### src/rtl/updown_pattern_pkg.sv
// Shared types and constant tables for the up/down "double-4" pattern checker.
// The period is 0,1,2,3,4,5,6,7,6,5,4,4,3,2,1. Index 11 is the repeated 4.
package updown_pattern_pkg;

  typedef enum logic [1:0] {
    PH_UP   = 2'd0,
    PH_DOWN = 2'd1,
    PH_DUP4 = 2'd2,
    PH_NONE = 2'd3
  } ph_t;

  typedef enum logic [1:0] {
    HUNT   = 2'd0,
    SYNC   = 2'd1,
    LOCKED = 2'd2
  } chk_state_t;

  localparam int         SEQ_LEN = 15;
  localparam logic [3:0] IDX_MAX = 4'd14;

  localparam logic [2:0] SEQ [SEQ_LEN] = '{
    3'd0, 3'd1, 3'd2, 3'd3, 3'd4, 3'd5, 3'd6, 3'd7,
    3'd6, 3'd5, 3'd4, 3'd4, 3'd3, 3'd2, 3'd1
  };

  localparam ph_t PH_TAB [SEQ_LEN] = '{
    PH_UP,   PH_UP,   PH_UP,   PH_UP,   PH_UP,   PH_UP,   PH_UP,   PH_UP,
    PH_DOWN, PH_DOWN, PH_DOWN, PH_DUP4, PH_DOWN, PH_DOWN, PH_DOWN
  };

endpackage

### src/rtl/updown_seq_rom.sv
// Combinational lookup from a period index to the expected count and its phase.
module updown_seq_rom
  import updown_pattern_pkg::*;
(
  input  logic [3:0] idx,
  output logic [2:0] exp,
  output ph_t        phase
);

  // Table lookup; an index past the end of the period yields a neutral entry
  always_comb begin
    exp   = 3'd0;
    phase = PH_NONE;
    if (idx <= IDX_MAX) begin
      exp   = SEQ[idx];
      phase = PH_TAB[idx];
    end else begin
      exp   = 3'd0;
      phase = PH_NONE;
    end
  end

endmodule

### config.mk
export PLATFORM = sky130hd
export DESIGN_NAME = updown_seq_rom
export DESIGN_NICKNAME = d
export VERILOG_FILES = /design/src/rtl/updown_pattern_pkg.sv /design/src/rtl/updown_seq_rom.sv
export SDC_FILE = /design/constraint.sdc
export NUM_CORES = 1
export LEC_CHECK = 0
export CAP_MARGIN = 20
export CELL_PAD_IN_SITES_DETAIL_PLACEMENT = 0
export CELL_PAD_IN_SITES_GLOBAL_PLACEMENT = 1
export CORE_AREA = 2 2 39 41
export DETAILED_ROUTE_END_ITERATION = 6
export DIE_AREA = 0 0 41 43
export GPL_TIMING_DRIVEN = 0
export PLACE_DENSITY_LB_ADDON = 0.1
export SLEW_MARGIN = 15
export SYNTH_ARGS = -nofsm -noshare
export SYNTH_HDL_FRONTEND = slang
export SYNTH_SLANG_ARGS = --single-unit
export TNS_END_PERCENT = 20
### constraint.sdc
create_clock -name vclk -period 1.5
set_clock_uncertainty 0.05 [all_clocks]
set_input_delay 0.3 -clock vclk [all_inputs]
set_output_delay 0.3 -clock vclk [all_outputs]
set_load 0.01 [all_outputs]
# After elaboration in Yosys (flattened, before gate mapping)
# Memory sizes are Yosys's and may differ from the RTL's.
# Index checks and enable logic that the tools add are counted.
op_classes:
  n_bitwise: 1
  mux: 6
  n_lt_le_gt_ge: 2
op_table:
  columns: ["op", "n"]
  rows:
  - ["2-to-1 mux 3 bit", 3]
  - ["2-to-1 mux 2 bit", 3]
  - ["greater-or-equal comparator 5 bit, second input constant", 1]
  - ["NOT 4 -> 5 bit", 1]
  - ["<= comparator 4 bit, second input constant", 1]
word_totals:
  mem_count: 2
  output_inout_bits: 5
  word_cells: 11
  inputBits: 4
  register_bits: 0
  rom_bits: 80
mem_list:
  columns: ["memory", "depth", "word_bits", "rd", "rd_clocked_by_memory_dff", "wr", "line_no", "text"]
  rows:
  - ["(name not given)", 16, 3, 1, 0, 0, "updown_seq_rom.sv:15", "exp = SEQ[idx];"]
  - ["(name not given)", 16, 2, 1, 0, 0, "updown_seq_rom.sv:16", "phase = PH_TAB[idx];"]

# Depth between registers and ports, before layout
# Gate-level depths: netlist of run 1.
logic_depth:
  depth_word: 5
  ltp_mapped: 4
  depth_no_buf: 4

# Worst setup path after synthesis of run 1
# No wires, ideal clock.
synth_timing:
  path_kind: "input -> output"
  startpoint: "input port idx[2]"
  endpoint: "output port exp[0]"
  t_arrival_ns: 1.050
  path_buffers: 0
  required_ns: 1.150
  setup_slack_ns: 0.100
  cell_stages: 4
  cell_sequence: "ha_1 > nand2_1 > o21ai_1 > a221oi_1"
synth_between:
  elab_chain_len: 5
  elab_cells_between_ends: 6
  classes_between: "1 x order compare; 3 x mux; 1 x bitwise; 1 x memory"
synth_rtl:
  columns: ["element", "line_no", "text"]
  rows:
  - ["start, declared", "updown_seq_rom.sv:5", "input logic [3:0] idx,"]
  - ["NOT 4 -> 5 bit (not written as such)", "updown_seq_rom.sv:15", null]
  - ["memory read (16 x 3 bit)", null, null]
  - ["2-to-1 mux 3 bit (not written as such) (2 in series)", "updown_seq_rom.sv:15", null]
  - ["2-to-1 mux 3 bit (*)", "updown_seq_rom.sv:14", "if (idx <= IDX_MAX) begin"]
  - ["end, declared", "updown_seq_rom.sv:6", "output logic [2:0] exp,"]
# Every way passes the cells marked *; elsewhere a longest branch is shown, timed or not. The select of a mux whose other input is x is not followed.

# Final worst setup path of run 1
layout_timing:
  startpoint: "input port idx[3]"
  endpoint: "output port exp[0]"
# Same word-level chain as after synthesis.

==> results of run 1 <==
-- cell usage in the layout (no fill, tap or decap) --
cell / synthesis / final
a221oi_1: 1 / 1
nand2_2: 0 / 1
buf_2: 0 / 3
nor2b_1: 1 / 1
nand2_1: 4 / 3
o21ai_0: 2 / 1
ha_4: 0 / 1
and2_1: 1 / 1
a21oi_1: 2 / 2
nand3_1: 1 / 1
clkbuf_2: 0 / 1
o21ai_1: 1 / 2
buf_12: 0 / 1
dlygate4sd2_1: 0 / 3
xnor2_1: 1 / 1
buf_8: 0 / 1
nor2_1: 2 / 2
-- area by class of cell --
cell class                      count  area share [%]
Multi-Input combinational cell     17            52.1
Tap cell                           16            9.47
Timing Repair Buffer                9            38.5
-- cell families after synthesis --
group / after synthesis / share of synthesized area [%]
compound gates: 6 / 35.5
xor+xnor: 1 / 9.21
fa+ha+maj: 1 / 13.2
simple gates: 9 / 42.1
-- how the worst max path moves through the flow --
stage | start | to | slack, ns | cells after the start
2_1_floorplan | idx[2] | exp[0] | 0.10 | 4
3_3_place_gp | idx[3] | exp[0] | -1.00 | 6
3_5_place_dp | idx[2] | exp[0] | -0.99 | 6
4_1_cts | idx[1] | phase[0] | 0.005 | 5
5_1_grt | idx[3] | exp[0] | -0.02 | 6
6_report | idx[3] | exp[0] | 0.04 | 6
-- power by group through the flow --
stage | Clock, mW | Combinational, mW | Sequential, mW
global route | 0 | 0.0719 | 0
finish | 0 | 0.0630 | 0
detailed placement | 0 | 0.0687 | 0
floorplan | 0 | 0.0256 | 0
CTS | 0 | 0.0635 | 0
global placement | 0 | 0.0693 | 0
-- timing repair --
| item | 4_1_cts | 5_1_grt |
|---|---|---|
| endpoints found under the setup margin | 5 | 4 |
| gates resized for setup | 29 | 9 |
| pin swaps | 2 | 0 |
-- stage by stage --
step                instance area (sq um)  setup TNS (ns)  cells  utilization [%]
global placement                      205           -3.99     42             14.8
floorplan                            95.1               0     17                -
CTS                                   215               0     42             15.6
global route                          211         -0.0235     42             15.3
detailed placement                    205           -3.95     42             14.8
finish                                211               0     42             15.3
-- routing by layer --
metal  part of all wire (%)  wire length [um]  vias to the layer above  global-route usage, %
met5                      0                 0                        -                      0
met4                      0                 0                        0                      0
met3                    7.2                26                        0                  0.524
met2                     52               188                        5                   8.75
met1                     40               146                       70                   7.28
li1                       -                 -                       80                      -
==> results.json, run 1 <==
{
  "synth_seq_area_share_pct": 0,
  "syn_area_sq_um": 95.1,
  "synthTopCellsByArea": "nand2_1 16%, ha_1 13%, a21oi_1 11%, o21ai_0 11%, a221oi_1 9.2%",
  "globalRoute.totalOverflow": 0,
  "hold_violations": 0,
  "leakage_nw": 0.0893,
  "place_congestion": 0.678,
  "diodes": 0,
  "core_area_sq_mm": 0.00138,
  "fmax_mhz": 687,
  "nNetsFinal": 33,
  "post_cts_buffers": 0,
  "internal_power_mw": 0.0330,
  "slew_violations": 0,
  "min_to": "exp[1]",
  "max_slew.worst_pin.slew_ns": 0.213,
  "crit_required_ns": 1.15,
  "seqPwrFrac_pct": 0,
  "rows": 14,
  "die_y_um": 43,
  "drt-pass1-iter-count": 1,
  "critPathTopFamily": "compound AO/OA/AOI/OAI gates",
  "initial_core_util_pct": 6.87,
  "grt_max_degree": 8,
  "pin_count": 9,
  "dp_slack_ns": -0.994,
  "cp_num_buf_inv": 2,
  "period_minus_slack_ns": 1.46,
  "grt_pass1_wl_um": 690,
  "maxCapViolCount": 0,
  "slowest_delay_ns": 0.25,
  "power_mw": 0.0630,
  "min_from": "idx[0]",
  "grt_usage_pct": 5.19,
  "synth_nets": 22,
  "power.share.combinational_pct": 100.0,
  "nFillCells": 161,
  "cts_hold_buf": 0,
  "worstPathArrival_ns": 1.11,
  "drc": 0,
  "period_share_pct": 97.1,
  "critPathSlowestCell": "a221oi_1",
  "pwr_density_cell_mw_per_mm2": 298,
  "switching_share_pct": 47.7,
  "ys_top_cells_by_count": "4 x nand2_1, 2 x a21oi_1, 2 x nor2_1, 2 x o21ai_0",
  "wire_per_inst_um": 8.60,
  "worstPathCellList": "buf_12, ha_4, nand2_2, o21ai_1, a221oi_1, buf_2",
  "synth_cell_types": 11,
  "drtAntennaViolNets": 0,
  "yosysWarnings": 0,
  "via_per_inst": 3.69,
  "drt-initial-drc-count": 0,
  "synth_cells": 17,
  "drive_gt1_share_pct": 30.8,
  "max-slew-margin-rel_pct": 85.8,
  "port_buffers": 9,
  "seq_area_sq_um": 0,
  "dp.final_hpwl_um": 294,
  "routed_wl_um": 361,
  "outcome": "finished, final reports clean",
  "die-width_um": 41,
  "synth.top_cell.area_share_pct": 15.8,
  "worst_setup_path_start_kind": "input pin",
  "multi_input_area_sq_um": 110,
  "grt_pass1_vias": 162,
  "path_max_fanout": 6,
  "area_growth_pct": 122,
  "rsz0062_at_grt": "true",
  "hold_depth": 3,
  "crit_path_end_kind": "output pin",
  "yosysTopAreaCell": "nand2_1",
  "synth.most_common_cell": "nand2_1",
  "p_sw_mw": 0.0300,
  "max-vdd-ir-drop_mv": 0.0820,
  "n_clock_buffer": 0,
  "hold_slack_ns": 0.864,
  "hp-class": "input pin to output pin",
  "antenna_found_initial": 0,
  "critical_path_class": "input pin to output pin",
  "dieArea_sq_mm": 0.00176,
  "vias": 155,
  "clockPowerShare_pct": 0,
  "setup_viol": 0,
  "setup_ws_ns": 0.0439,
  "nFlopsAndLatches": 0,
  "syn_area_per_cell_sq_um": 5.59
}
(Power assumes the default switching activity.)
==> inputs of run 2 (changes only) <==
Settings changed: MAX_ROUTING_LAYER set to met4.
==> run 2 against run 1 <==
Net effect: non-clock buffer count stayed put; largest cell class unchanged; count of clock-buffer cells in the layout stayed put; global-route usage is 0.13 points higher; fmax is 0.32% lower; worst setup slack worse by 0.0046 ns; routed wire length is 0.83% lower; sequential share of layout area stayed put; critical endpoint unchanged.
==> results.json, run 2 (synthesized netlist as in run 1, its figures left out) <==
{
  "grt_pass1_vias": 162,
  "min_from": "idx[3]",
  "routed_wl_um": 358,
  "grt_use_met3_pct": 0,
  "grt_usage_pct": 5.32,
  "slew_violations": 0,
  "area_growth_pct": 116,
  "max-vdd-ir-drop_mv": 0.0752,
  "nFlopsAndLatches": 0,
  "drive_gt1_share_pct": 30.8,
  "dp.final_hpwl_um": 294,
  "outcome": "finished, final reports clean",
  "final_cell_mix": "3 x nand2_1, 3 x dlygate4sd2_1",
  "hold_depth": 4,
  "numPlacedInstances": 42,
  "rsz0062_at_grt": "true",
  "worst_setup_path_start_kind": "input pin",
  "diodes": 0,
  "crit_required_ns": 1.15,
  "grt_pass1_wl_um": 690,
  "seq_area_sq_um": 0,
  "drtAntennaViolNets": 0,
  "nNetsFinal": 33,
  "pin_count": 9,
  "via_per_inst": 3.67,
  "wire_per_inst_um": 8.52,
  "crit_path_end_kind": "output pin",
  "max-slew-margin-rel_pct": 85.8,
  "setup_viol": 0,
  "dieArea_sq_mm": 0.00176,
  "nFillCells": 163,
  "die_y_um": 43,
  "power_mw": 0.0604,
  "place_congestion": 0.685,
  "core_area_sq_mm": 0.00138,
  "fmax_mhz": 685,
  "max_slew.worst_pin.slew_ns": 0.213,
  "pwr_density_cell_mw_per_mm2": 294,
  "use_met2_pct": 8.75,
  "path_max_fanout": 6,
  "drt-initial-drc-count": 0,
  "hold_slack_ns": 0.912,
  "multi_input_area_sq_um": 110,
  "n_clock_buffer": 0,
  "maxCapViolCount": 0,
  "vias": 154,
  "globalRoute.totalOverflow": 0,
  "port_buffers": 9,
  "cts_hold_buf": 0,
  "worstPathArrival_ns": 1.11,
  "grt-busiest-layer": "met2",
  "fin_tns_setup_ns": 0,
  "die-width_um": 41,
  "rows": 14,
  "hold_violations": 0,
  "grt_max_degree": 8,
  "setup_ws_ns": 0.0393,
  "layoutNonFillerInstCount": 42,
  "drc": 0,
  "grt_use_met1_pct": 7.59,
  "hp-class": "input pin to output pin",
  "initial_core_util_pct": 6.87,
  "antenna_found_initial": 0,
  "dp_slack_ns": -0.994,
  "drt-pass1-iter-count": 1,
  "period_minus_slack_ns": 1.46,
  "min_to": "exp[1]",
  "critical_path_class": "input pin to output pin",
  "period_share_pct": 97.4,
  "leakage_nw": 0.0854
}
-- run 2: cell types whose count changed in the layout (fill, tap and decap cells not counted), sizes merged --
cell | previous run | this run
buf | 5 | 4
clkdlybuf4s15 | 0 | 1
-- run 2: layout make-up --
type                       instances  area share, %
multi-input combinational         17           53.7
timing repair buffer               9           36.6
tap                               16           9.76
-- run 2: metal layers --
| layer | part of all wire (%) | routed length [um] |
|---|---|---|
| met2 | 54 | 192 |
| met4 | 0 | 0 |
| met5 | 0 | 0 |
| met1 | 42 | 150 |
| met3 | 4.2 | 15 |
-- run 2: report_power, final --
group | internal, mW | switching, mW | total (mW)
sequential | 0 | 0 | 0
combinational | 0.0303 | 0.0301 | 0.0604
clock | 0 | 0 | 0
total | 0.0303 | 0.0301 | 0.0604
-- run 2: timing repair --
action,in CTS,in global routing
pin swaps,2,0
setup endpoints to repair,5,4
setup buffers,0,0
gates cloned,0,0
resized for setup,29,5
-- run 2: worst max-delay path by stage --
stage	from	end	slack, ns	cells past startpoint
detailed placement	idx[2]	exp[0]	-0.99	6
CTS	idx[1]	phase[0]	0.005	5
finish	idx[3]	exp[0]	0.04	6
floorplan	idx[2]	exp[0]	0.10	4
global placement	idx[3]	exp[0]	-1.00	6
global route	idx[3]	exp[0]	-0.03	6
-- run 2: metrics by stage --
stage	area [sq um]	utilization, %
2_1_floorplan	95.1	-
3_3_place_gp	205	14.8
3_5_place_dp	205	14.8
4_1_cts	215	15.6
5_1_grt	205	14.8
6_report	205	14.8
-- run 2: worst max-delay path, cell delays in order --
cell	delay, ns
buf_6	0.11
ha_4	0.16
nand2_2	0.06
o21ai_1	0.05
a221oi_1	0.25
buf_2	0.17
